===== src/rtl/router_pkt_source.sv =====
// Host-side packet generator for the 1x3 router input port: buffers a payload, then
// streams header/payload/parity without gaps, honours busy and reports router err per packet.
module router_pkt_source #(
  parameter int LEN_W      = 6,
  parameter int ERR_WAIT   = 3,
  parameter int GAP_CYCLES = 2,
  parameter int CNT_W      = 16
) (
  input  logic             clk,
  input  logic             resetn,
  input  logic             cmd_valid,
  output logic             cmd_ready,
  input  logic [1:0]       cmd_addr,
  input  logic [LEN_W-1:0] cmd_len,
  input  logic             pl_valid,
  input  logic [7:0]       pl_data,
  output logic             pl_ready,
  input  logic             busy,
  input  logic             err,
  output logic             pkt_valid,
  output logic [7:0]       data_out,
  output logic             tx_done,
  output logic [1:0]       tx_status,
  output logic [CNT_W-1:0] pkt_count
);

  typedef enum logic [2:0] {
    IDLE, LOAD, HEADER, PAYLOAD, PARITY, WAIT_ERR, GAP
  } state_t;

  localparam logic [LEN_W-1:0] LEN_ONE  = LEN_W'(1);
  localparam logic [7:0]       WAIT_END = 8'(ERR_WAIT - 1);
  localparam logic [7:0]       GAP_END  = 8'(GAP_CYCLES - 1);

  state_t           state;
  logic [LEN_W-1:0] len_q;
  logic [LEN_W-1:0] wr_ptr;
  logic [LEN_W-1:0] rd_ptr;
  logic [7:0]       hdr;
  logic [7:0]       parity;
  logic [7:0]       wcnt;
  logic [7:0]       gcnt;
  logic             capture;
  logic [7:0]       mem [2**LEN_W];

  // Header byte is {len, addr} packed into the router's 8-bit data lane.
  function automatic logic [7:0] make_hdr(input logic [LEN_W-1:0] len, input logic [1:0] addr);
    logic [LEN_W+7:0] t;
    t = {6'b0, len, addr};
    return t[7:0];
  endfunction

  always_ff @(posedge clk) begin
    if (state == LOAD && pl_valid) mem[wr_ptr] <= pl_data;
  end

  always_ff @(posedge clk) begin
    if (!resetn) begin
      state     <= IDLE;
      cmd_ready <= 1'b1;
      pl_ready  <= 1'b0;
      pkt_valid <= 1'b0;
      data_out  <= 8'h00;
      tx_done   <= 1'b0;
      tx_status <= 2'b00;
      pkt_count <= '0;
      wr_ptr    <= '0;
      rd_ptr    <= '0;
      wcnt      <= '0;
      gcnt      <= '0;
      capture   <= 1'b0;
    end else begin
      tx_done <= 1'b0;
      case (state)
        IDLE: begin
          if (cmd_valid) begin
            len_q     <= cmd_len;
            hdr       <= make_hdr(cmd_len, cmd_addr);
            parity    <= make_hdr(cmd_len, cmd_addr);
            cmd_ready <= 1'b0;
            wr_ptr    <= '0;
            rd_ptr    <= '0;
            if (cmd_addr == 2'd3) begin
              tx_done   <= 1'b1;
              tx_status <= 2'b10;
              gcnt      <= '0;
              state     <= GAP;
            end else if (cmd_len == '0) begin
              data_out  <= make_hdr(cmd_len, cmd_addr);
              pkt_valid <= 1'b1;
              state     <= HEADER;
            end else begin
              pl_ready <= 1'b1;
              state    <= LOAD;
            end
          end
        end
        LOAD: begin
          if (pl_valid) begin
            parity <= parity ^ pl_data;
            wr_ptr <= wr_ptr + LEN_ONE;
            if (wr_ptr == len_q - LEN_ONE) begin
              pl_ready  <= 1'b0;
              data_out  <= hdr;
              pkt_valid <= 1'b1;
              state     <= HEADER;
            end
          end
        end
        HEADER: begin
          if (!busy) begin
            if (len_q != '0) begin
              data_out <= mem[0];
              rd_ptr   <= LEN_ONE;
              state    <= PAYLOAD;
            end else begin
              data_out  <= parity;
              pkt_valid <= 1'b0;
              state     <= PARITY;
            end
          end
        end
        PAYLOAD: begin
          if (!busy) begin
            if (rd_ptr == len_q) begin
              data_out  <= parity;
              pkt_valid <= 1'b0;
              state     <= PARITY;
            end else begin
              data_out <= mem[rd_ptr];
              rd_ptr   <= rd_ptr + LEN_ONE;
            end
          end
        end
        PARITY: begin
          if (!busy) begin
            capture <= 1'b0;
            wcnt    <= '0;
            state   <= WAIT_ERR;
          end
        end
        WAIT_ERR: begin
          // data_out keeps the parity byte so the router can re-sample it
          capture <= capture | err;
          wcnt    <= wcnt + 8'd1;
          if (wcnt == WAIT_END) begin
            tx_done   <= 1'b1;
            tx_status <= {1'b0, capture | err};
            pkt_count <= pkt_count + 1'b1;
            gcnt      <= '0;
            state     <= GAP;
          end
        end
        GAP: begin
          gcnt <= gcnt + 8'd1;
          if (gcnt == GAP_END) begin
            cmd_ready <= 1'b1;
            state     <= IDLE;
          end
        end
        default: begin
          cmd_ready <= 1'b1;
          pl_ready  <= 1'b0;
          pkt_valid <= 1'b0;
          state     <= IDLE;
        end
      endcase
    end
  end

endmodule

===== config.mk =====
export PLATFORM = sky130hd
export DESIGN_NAME = router_pkt_source
export DESIGN_NICKNAME = d
export VERILOG_FILES = /design/src/rtl/router_pkt_source.sv
export SDC_FILE = /design/constraint.sdc
export NUM_CORES = 1
export LEC_CHECK = 0
export ABC_CLOCK_PERIOD_IN_PS = 3100
export BUFFER_PORTS_ARGS = -buffer_cell sky130_fd_sc_hd__buf_4
export CAP_MARGIN = 10
export CORE_MARGIN = 4
export CORE_UTILIZATION = 40
export DETAILED_ROUTE_END_ITERATION = 7
export PLACE_DENSITY = 0.54
export SLEW_MARGIN = 30
export SYNTH_ARGS = -nofsm -noshare
export SYNTH_HDL_FRONTEND = slang
export SYNTH_SLANG_ARGS = --single-unit

===== constraint.sdc =====
create_clock -name clk -period 3.1 [get_ports clk]
set_input_delay 0.31 -clock clk [delete_from_list [all_inputs] [get_ports clk]]
set_output_delay 0.31 -clock clk [all_outputs]
set_load 0.005 [all_outputs]

* Yosys cells after proc, flatten, opt, wreduce, memory -nomap -nowiden
Memories as Yosys holds them, arrays and structs flattened. A register that Yosys moved wholly into a read port is not among the register bits.
Index checks and enable logic that the tools add are counted.
** Storage, ports and cells
- Register bits after elaboration :: 84
- Latch bits :: 0
- Bits in writable memories :: 512
- ROM bits :: 0
- Input bits :: 22
- Output and inout port bits :: 30
- Memories :: 1
** Cells by class
- Add/sub/neg operators :: 6
- Multipliers :: 0
- Div/mod/pow operators :: 0
- Magnitude comparators :: 0
- Equality and inequality tests :: 27
- Shift-type cells :: 0
- Muxes and demuxes :: 73
- Bitwise logic cells :: 5
- Reduce and logical (&&, ||, !) cells :: 26
** Memory list
- mem :: depth 64, bits a word 8, read ports 2, clocked after memory_dff 1, write ports 1, RTL line 44 : logic [7:0] mem [2**LEN_W];
** Operator list (number)
- $mux 8 :: 15
- $mux 6 :: 8
- $mux 3 :: 11
- $pmux 8 s2 :: 2
- $pmux 8 s4 :: 1
- $ne 2x2->1 const B :: 15
- $pmux 8 s3 :: 1
- $mux 1 :: 22
- $pmux 3 s7 :: 1
- $pmux 6 s3 :: 1
- $add 16x1->16 const B :: 1
- $add 8x1->8 const B :: 2
- $add 6x1->6 const B :: 2
- $eq 6x6->1 :: 2
- $pmux 6 s2 :: 1
- $reduce_and 4->1 :: 3
- $reduce_and 6->1 :: 2
- $reduce_and 10->1 :: 1
- $reduce_or 5->1 :: 2
- $eq 3x3->1 const B :: 3
- $reduce_and 3->1 :: 3
- $reduce_and 9->1 :: 1
- $eq 8x1->1 const B :: 1
- $eq 8x2->1 const B :: 1
- 23 further kinds :: 35

* Depth between registers and ports, before layout
Gate-level depths: netlist of run 1.
- Word-level depth :: 6
- Depth in mapped cells :: 11

* Worst setup path after synthesis of run 1
OpenSTA, ideal clock, no wires.
- Path type :: reg-to-reg
- Start :: reg state[0]
- End :: mem mem[62][0] (enable)
- Library setup time :: 0.370 ns
- Data arrival time :: 2.127 ns
- Data required time :: 2.730 ns
- Slack :: 0.602 ns
- Cell stages (with the launch flop) :: 9
- Clock period less this slack :: 2.498 ns
- Cell sequence :: dfxtp_1 > buf_2 > clkinv_1 > nor3_1 > clkbuf_1 > nand2_1 > nor2_1 > nand3_1 > nor2_1
** Between the ends
- Word-level cells in the longest chain between the ends :: 4
** RTL lines
- from (decl) :: RTL line 35 : state_t state;
- from (signal assigned) :: RTL line 59 : state <= IDLE;
- from (signal assigned) :: RTL line 87 : state <= GAP;
- from (signal assigned) :: RTL line 91 : state <= HEADER;
- $eq 3x1->1 :: RTL line 54 : if (state == LOAD && pl_valid) mem[wr_ptr] <= pl_data;
- $logic_and 1x1->1 :: RTL line 54
- $mux 1 :: RTL line 54
- $mux 1 (implied by the code) :: RTL line 54
- to (decl) :: RTL line 44
Every way passes these cells.

==> results of run 1 <==
[per-stage QoR]
step                      power, mW  cell area [um^2]  util [%]  worst slack (ns)
after CTS                      18.6             28300      47.0             0.175
after floorplan                10.2             24300         -             0.602
after detailed placement       11.0             26100      43.4             0.212
final                          18.5             28300      47.0             0.181
after global routing           19.1             28300      47.0            0.0616
after global placement         11.0             26100      43.4             0.217
[what timing repair did]
action,CTS,global route
hold endpoints to repair,14,0
setup buffers,0,0
resized for setup,0,1
hold buffers,10,0
setup endpoints to repair,0,1
[cells by family after synthesis]
group,share of synthesized area [%]
mux,11.0
fa+ha+maj,0.411
flops,70.7
xor+xnor,1.84
compound gates,8.08
simple gates,5.84
buf+inv,2.06
[final timing paths]
check	start	endpoint	slack, ns	cells past startpoint
worst min register to register	tx_status[1]$_SDFFE_PN0P_	tx_status[1]$_SDFFE_PN0P_	0.46	2
worst max-delay path	register	data_out[1]$_SDFFE_PN0P_	0.18	10
worst max register to register	register	data_out[1]$_SDFFE_PN0P_	0.18	10
worst min-delay path	pl_valid	wr_ptr[1]$_SDFFE_PN0P_	0.11	4
[cell usage after synthesis, types with 25 or more instances]
cell / count
nand3_1: 25
nand2_1: 51
mux2i_1: 246
edfxtp_1: 528
clkbuf_1: 51
o21ai_0: 30
xor2_1: 26
a221oi_1: 32
a21oi_1: 71
nor2_1: 142
a22oi_1: 62
dfxtp_1: 68
a22o_1: 30
xnor2_1: 25
[worst max-delay path: stages, from the launching register on]
cell,delay [ns]
dfxtp_4,0.54
buf_12,0.24
buf_12,0.23
buf_12,0.19
mux2i_1,0.09
a22oi_1,0.33
a21oi_1,0.19
nor4_1,0.46
nand2_1,0.15
nand3_1,0.19
a32o_1,0.18
[state kept, by name, indices dropped and copies added, names as in the netlist, named ones only]
name / count
state: 3
pkt_count: 16
data_out: 8
tx_status: 2
len_q: 6
cmd_ready: 1
gcnt: 8
pkt_valid: 1
tx_done: 1
wcnt: 8
parity: 8
rd_ptr: 6
hdr: 2
capture: 1
mem: 512
wr_ptr: 6
pl_ready: 1
[cell type report]
type	count	share of cell area, %
clock buffers	75	5.79
repair buffers	158	4.67
well taps	782	3.45
inverters	17	0.225
flip-flops and latches	596	60.8
multi-input cells	902	23.5
clock inverters	39	1.57
[per-layer routing]
layer	GRT usage, %	up-vias
li1	-	6517
met1	27.8	7153
met2	29.7	429
met3	3.16	83
met4	5.28	0
met5	0	-
[power by group through the flow]
stage	clock, mW	sequential (mW)	combinational, mW
after floorplan	0	9.13	1.09
after global placement	0	9.22	1.77
after detailed placement	0	9.21	1.79
after CTS	7.76	9.05	1.80
after global routing	8.10	9.06	1.97
final	7.60	9.06	1.81
==> flow_summary.json, run 1 <==
{
  "p_int_mw": 14.1,
  "fillers": 5175,
  "synth-seq-area-share_pct": 70.7,
  "combinationalPowerShare_pct": 9.8,
  "critPathKind": "register to register",
  "p_sw_mw": 4.39,
  "max_slew_margin_pct": 40.3,
  "dp_cells": 2445,
  "die_area_um2": 64900,
  "hold_violations": 0,
  "cts_sinks": 596,
  "synthTopCellsByArea": "edfxtp_1 65%, mux2i_1 10%, dfxtp_1 5.6%",
  "gp_congestion": 0.817,
  "crit_fanout": 28,
  "rsz0062_at_grt": "no",
  "yosysTopAreaCell": "edfxtp_1",
  "status": "finished clean",
  "antenna_found_initial": 1,
  "seq_power_share_pct": 49.0,
  "worst_slew_pin_slew_ns": 0.896,
  "dp_hpwl_um": 39700,
  "fin_crit_sh_pct": 94.2,
  "clk_pin_slew_ns": 0.06,
  "stdcell_count": 2569,
  "routedWlPerCell_um": 24.2,
  "most-common-layout-cells": "528 x edfxtp_1, 246 x mux2i_1, 141 x nor2_1",
  "drc": 0,
  "hp-class": "input port to register",
  "clock_skew_ns": 0.0238,
  "drive_gt1_share_pct": 15.1,
  "track_usage_pct": 19.0,
  "routed.top_layer": "met4",
  "drtAntennaViolNets": 0,
  "netlist_area_um2": 24300,
  "multi_input_area_um2": 6660,
  "vdd_drop_max_v": 0.000413,
  "areaGrowthSynthToFinish_pct": 16.4,
  "yosysUniqueCellTypes": 58,
  "num_vias": 14200,
  "clockRootBuffer": "clkbuf_16",
  "synth_flop_cell": "edfxtp_1",
  "tritoncts": "built",
  "start_kind": "register",
  "nNetsFinal": 1766,
  "syn_avg_cell_area_um2": 15.2,
  "drt-pass1-iter-count": 5,
  "drv_cap": 0,
  "cts_buffers": 61,
  "route.met2.wl_um": 28500,
  "required_ns": 3.67,
  "setup_tns_ns": 0,
  "grt_max_degree": 66,
  "start_util_pct": 40.4,
  "end_kind": "register",
  "clkPwrFrac_pct": 41.2,
  "crit_arrival_ns": 3.49,
  "first_iter_violations": 990,
  "vias_per_cell": 5.52,
  "p_leak_nw": 8.91,
  "synthCells": 1605,
  "regArea_um2": 17200,
  "portBuffers": 51,
  "core-area_um2": 60200,
  "ios": 52,
  "synth-async-reset-ratio_pct": 0,
  "ctsLongestPathBuffers": 3,
  "routed-wl-met3_um": 3570,
  "wl_met1_um": 28500,
  "mostFrequentLayoutCell": "edfxtp_1",
  "synth_nets": 1635,
  "synth-seq-cells": 596,
  "first_global_vias": 13900,
  "grt_pass1_wl_um": 91900,
  "ctsHtreeMaxLevel": 2,
  "yosys.area.top_type_share_pct": 65.1,
  "rows": 90,
  "power_density_nw_per_um2": 652,
  "routed_wl_um": 62200,
  "grt-ovfl-total": 0,
  "whs_ns": 0.109,
  "dieWidth_um": 255,
  "slew_viol_final": 0,
  "period_minus_slack_ns": 2.92,
  "synth-edff-count": 528,
  "power.share.switching_pct": 23.8,
  "ys.warnings.count": 0,
  "die_height_um": 255,
  "setup_violations": 0,
  "antennaDiodeCount": 0,
  "fmax_ghz": 0.343,
  "insertion_delay_ns": 0.64
}
No activity file was read; power rests on OpenSTA's default activity.
==> inputs of run 2 (changes only) <==
Settings changed: BUFFER_PORTS_ARGS -buffer_cell sky130_fd_sc_hd__buf_4 to -buffer_cell sky130_fd_sc_hd__buf_2.
==> flow_summary.json, run 2 (synthesis results as in run 1) <==
{
  "status": "finished clean",
  "end_kind": "register",
  "ctsHtreeMaxLevel": 3,
  "p_int_mw": 13.9,
  "drtAntennaViolNets": 0,
  "track_usage_pct": 19.3,
  "vdd_drop_max_v": 0.000340,
  "die_height_um": 255,
  "fmax_ghz": 0.352,
  "clkPwrFrac_pct": 40.4,
  "drive_gt1_share_pct": 16.8,
  "start_kind": "register",
  "regMostFlops": "mem",
  "setup_violations": 0,
  "die_area_um2": 64900,
  "dp_hpwl_um": 41000,
  "areaGrowthSynthToFinish_pct": 17.3,
  "dieWidth_um": 255,
  "mostFrequentLayoutCell": "edfxtp_1",
  "routedWlPerCell_um": 24.1,
  "critPathKind": "register to register",
  "num_vias": 14500,
  "grt_max_degree": 42,
  "seq_power_share_pct": 49.7,
  "combinationalPowerShare_pct": 9.9,
  "rsz0062_at_grt": "no",
  "power.share.switching_pct": 23.7,
  "p_leak_nw": 9.12,
  "ios": 52,
  "period_minus_slack_ns": 2.84,
  "core-area_um2": 60200,
  "drt-pass1-iter-count": 5,
  "clock_skew_ns": 0.0206,
  "nNetsFinal": 1816,
  "fin_util_pct": 47.4,
  "grt_pass1_wl_um": 93500,
  "crit_fanout": 32,
  "drc": 0,
  "grt-ovfl-total": 0,
  "fin_crit_sh_pct": 91.7,
  "crit_arrival_ns": 3.38,
  "most-common-layout-cells": "528 x edfxtp_1, 246 x mux2i_1, 141 x nor2_1",
  "required_ns": 3.64,
  "stdcell_area_um2": 28600,
  "hold_violations": 0,
  "hp-class": "input port to register",
  "clockRootBuffer": "clkbuf_16",
  "first_iter_violations": 1151,
  "worst_slew_pin_slew_ns": 0.867,
  "first_global_vias": 14500,
  "clk_pin_slew_ns": 0.06,
  "p_sw_mw": 4.31,
  "insertion_delay_ns": 0.59,
  "post-cts-setup-buffers": 0,
  "cts_sinks": 596,
  "portBuffers": 51,
  "cts_buffers": 66,
  "ctsLongestPathBuffers": 3,
  "rows": 90,
  "largest_reg_flops": 512,
  "gp_congestion": 0.806,
  "setup_tns_ns": 0,
  "vias_per_cell": 5.55,
  "slew_viol_final": 0,
  "post_dp_cell_area_um2": 26400,
  "routed_wl_um": 63000,
  "largest_registers": "mem: 512 flops, pkt_count: 16 flops",
  "start_util_pct": 40.4,
  "postCtsHoldBufs": 9,
  "power_density_nw_per_um2": 637,
  "antenna_found_initial": 0,
  "tritoncts": "built",
  "max_slew_margin_pct": 42.2,
  "cts-resized-gates": 0,
  "drv_cap": 0
}
-- run 2: worst max-delay path, stage by stage, from the launching register on --
cell,delay [ns]
dfxtp_4,0.51
buf_12,0.30
buf_12,0.25
mux2i_1,0.09
a22o_1,0.24
a221oi_1,0.24
o22ai_1,0.16
or4_1,0.63
o31ai_1,0.13
o22a_1,0.18
-- run 2: cell type report --
type | count | area, um^2
Antenna cell | 2 | 5.00
Clock buffer | 85 | 1790
Clock inverter | 29 | 221
Fill cell | 5134 | 31700
Inverter | 17 | 63.8
Multi-Input combinational cell | 902 | 6650
Sequential cell | 596 | 17200
Tap cell | 782 | 978
Timing Repair Buffer | 203 | 1630
-- run 2: worst paths after layout --
| check | from | endpoint | slack [ns] | depth (start not counted) |
|---|---|---|---|---|
| worst max-delay path | register | data_out[5]$_SDFFE_PN0P_ | 0.26 | 9 |
| worst min-delay path | resetn | cmd_ready$_SDFFE_PN1P_ | 0.04 | 2 |
| worst max register to register | register | data_out[5]$_SDFFE_PN0P_ | 0.26 | 9 |
| worst min register to register | tx_status[1]$_SDFFE_PN0P_ | tx_status[1]$_SDFFE_PN0P_ | 0.46 | 2 |
-- run 2: routing by layer --
layer,up-vias,global-route usage [%],share of wire (%)
met2,424,30.5,46
met1,7403,28.4,47
li1,6621,-,-
met5,-,0,0
met4,0,5.07,1.7
met3,77,2.91,5.4
-- run 2: stage by stage --
step	setup slack (ns)	power (mW)	hold slack, ns	instances
final	0.259	18.2	0.0432	2616
after global routing	0.101	18.9	0.0407	2614
after CTS	0.234	18.3	0.0106	2613
after detailed placement	0.240	11.0	0.457	2490
after global placement	0.192	11.0	0.444	2490
after floorplan	0.602	10.2	0.409	1605
-- run 2: power by group through the flow --
| stage | combinational [mW] | clock, mW | sequential [mW] |
|---|---|---|---|
| after floorplan | 1.09 | 0 | 9.13 |
| after global placement | 1.76 | 0 | 9.20 |
| after detailed placement | 1.77 | 0 | 9.20 |
| after CTS | 1.79 | 7.52 | 9.03 |
| after global routing | 1.97 | 7.83 | 9.05 |
| final | 1.80 | 7.34 | 9.04 |
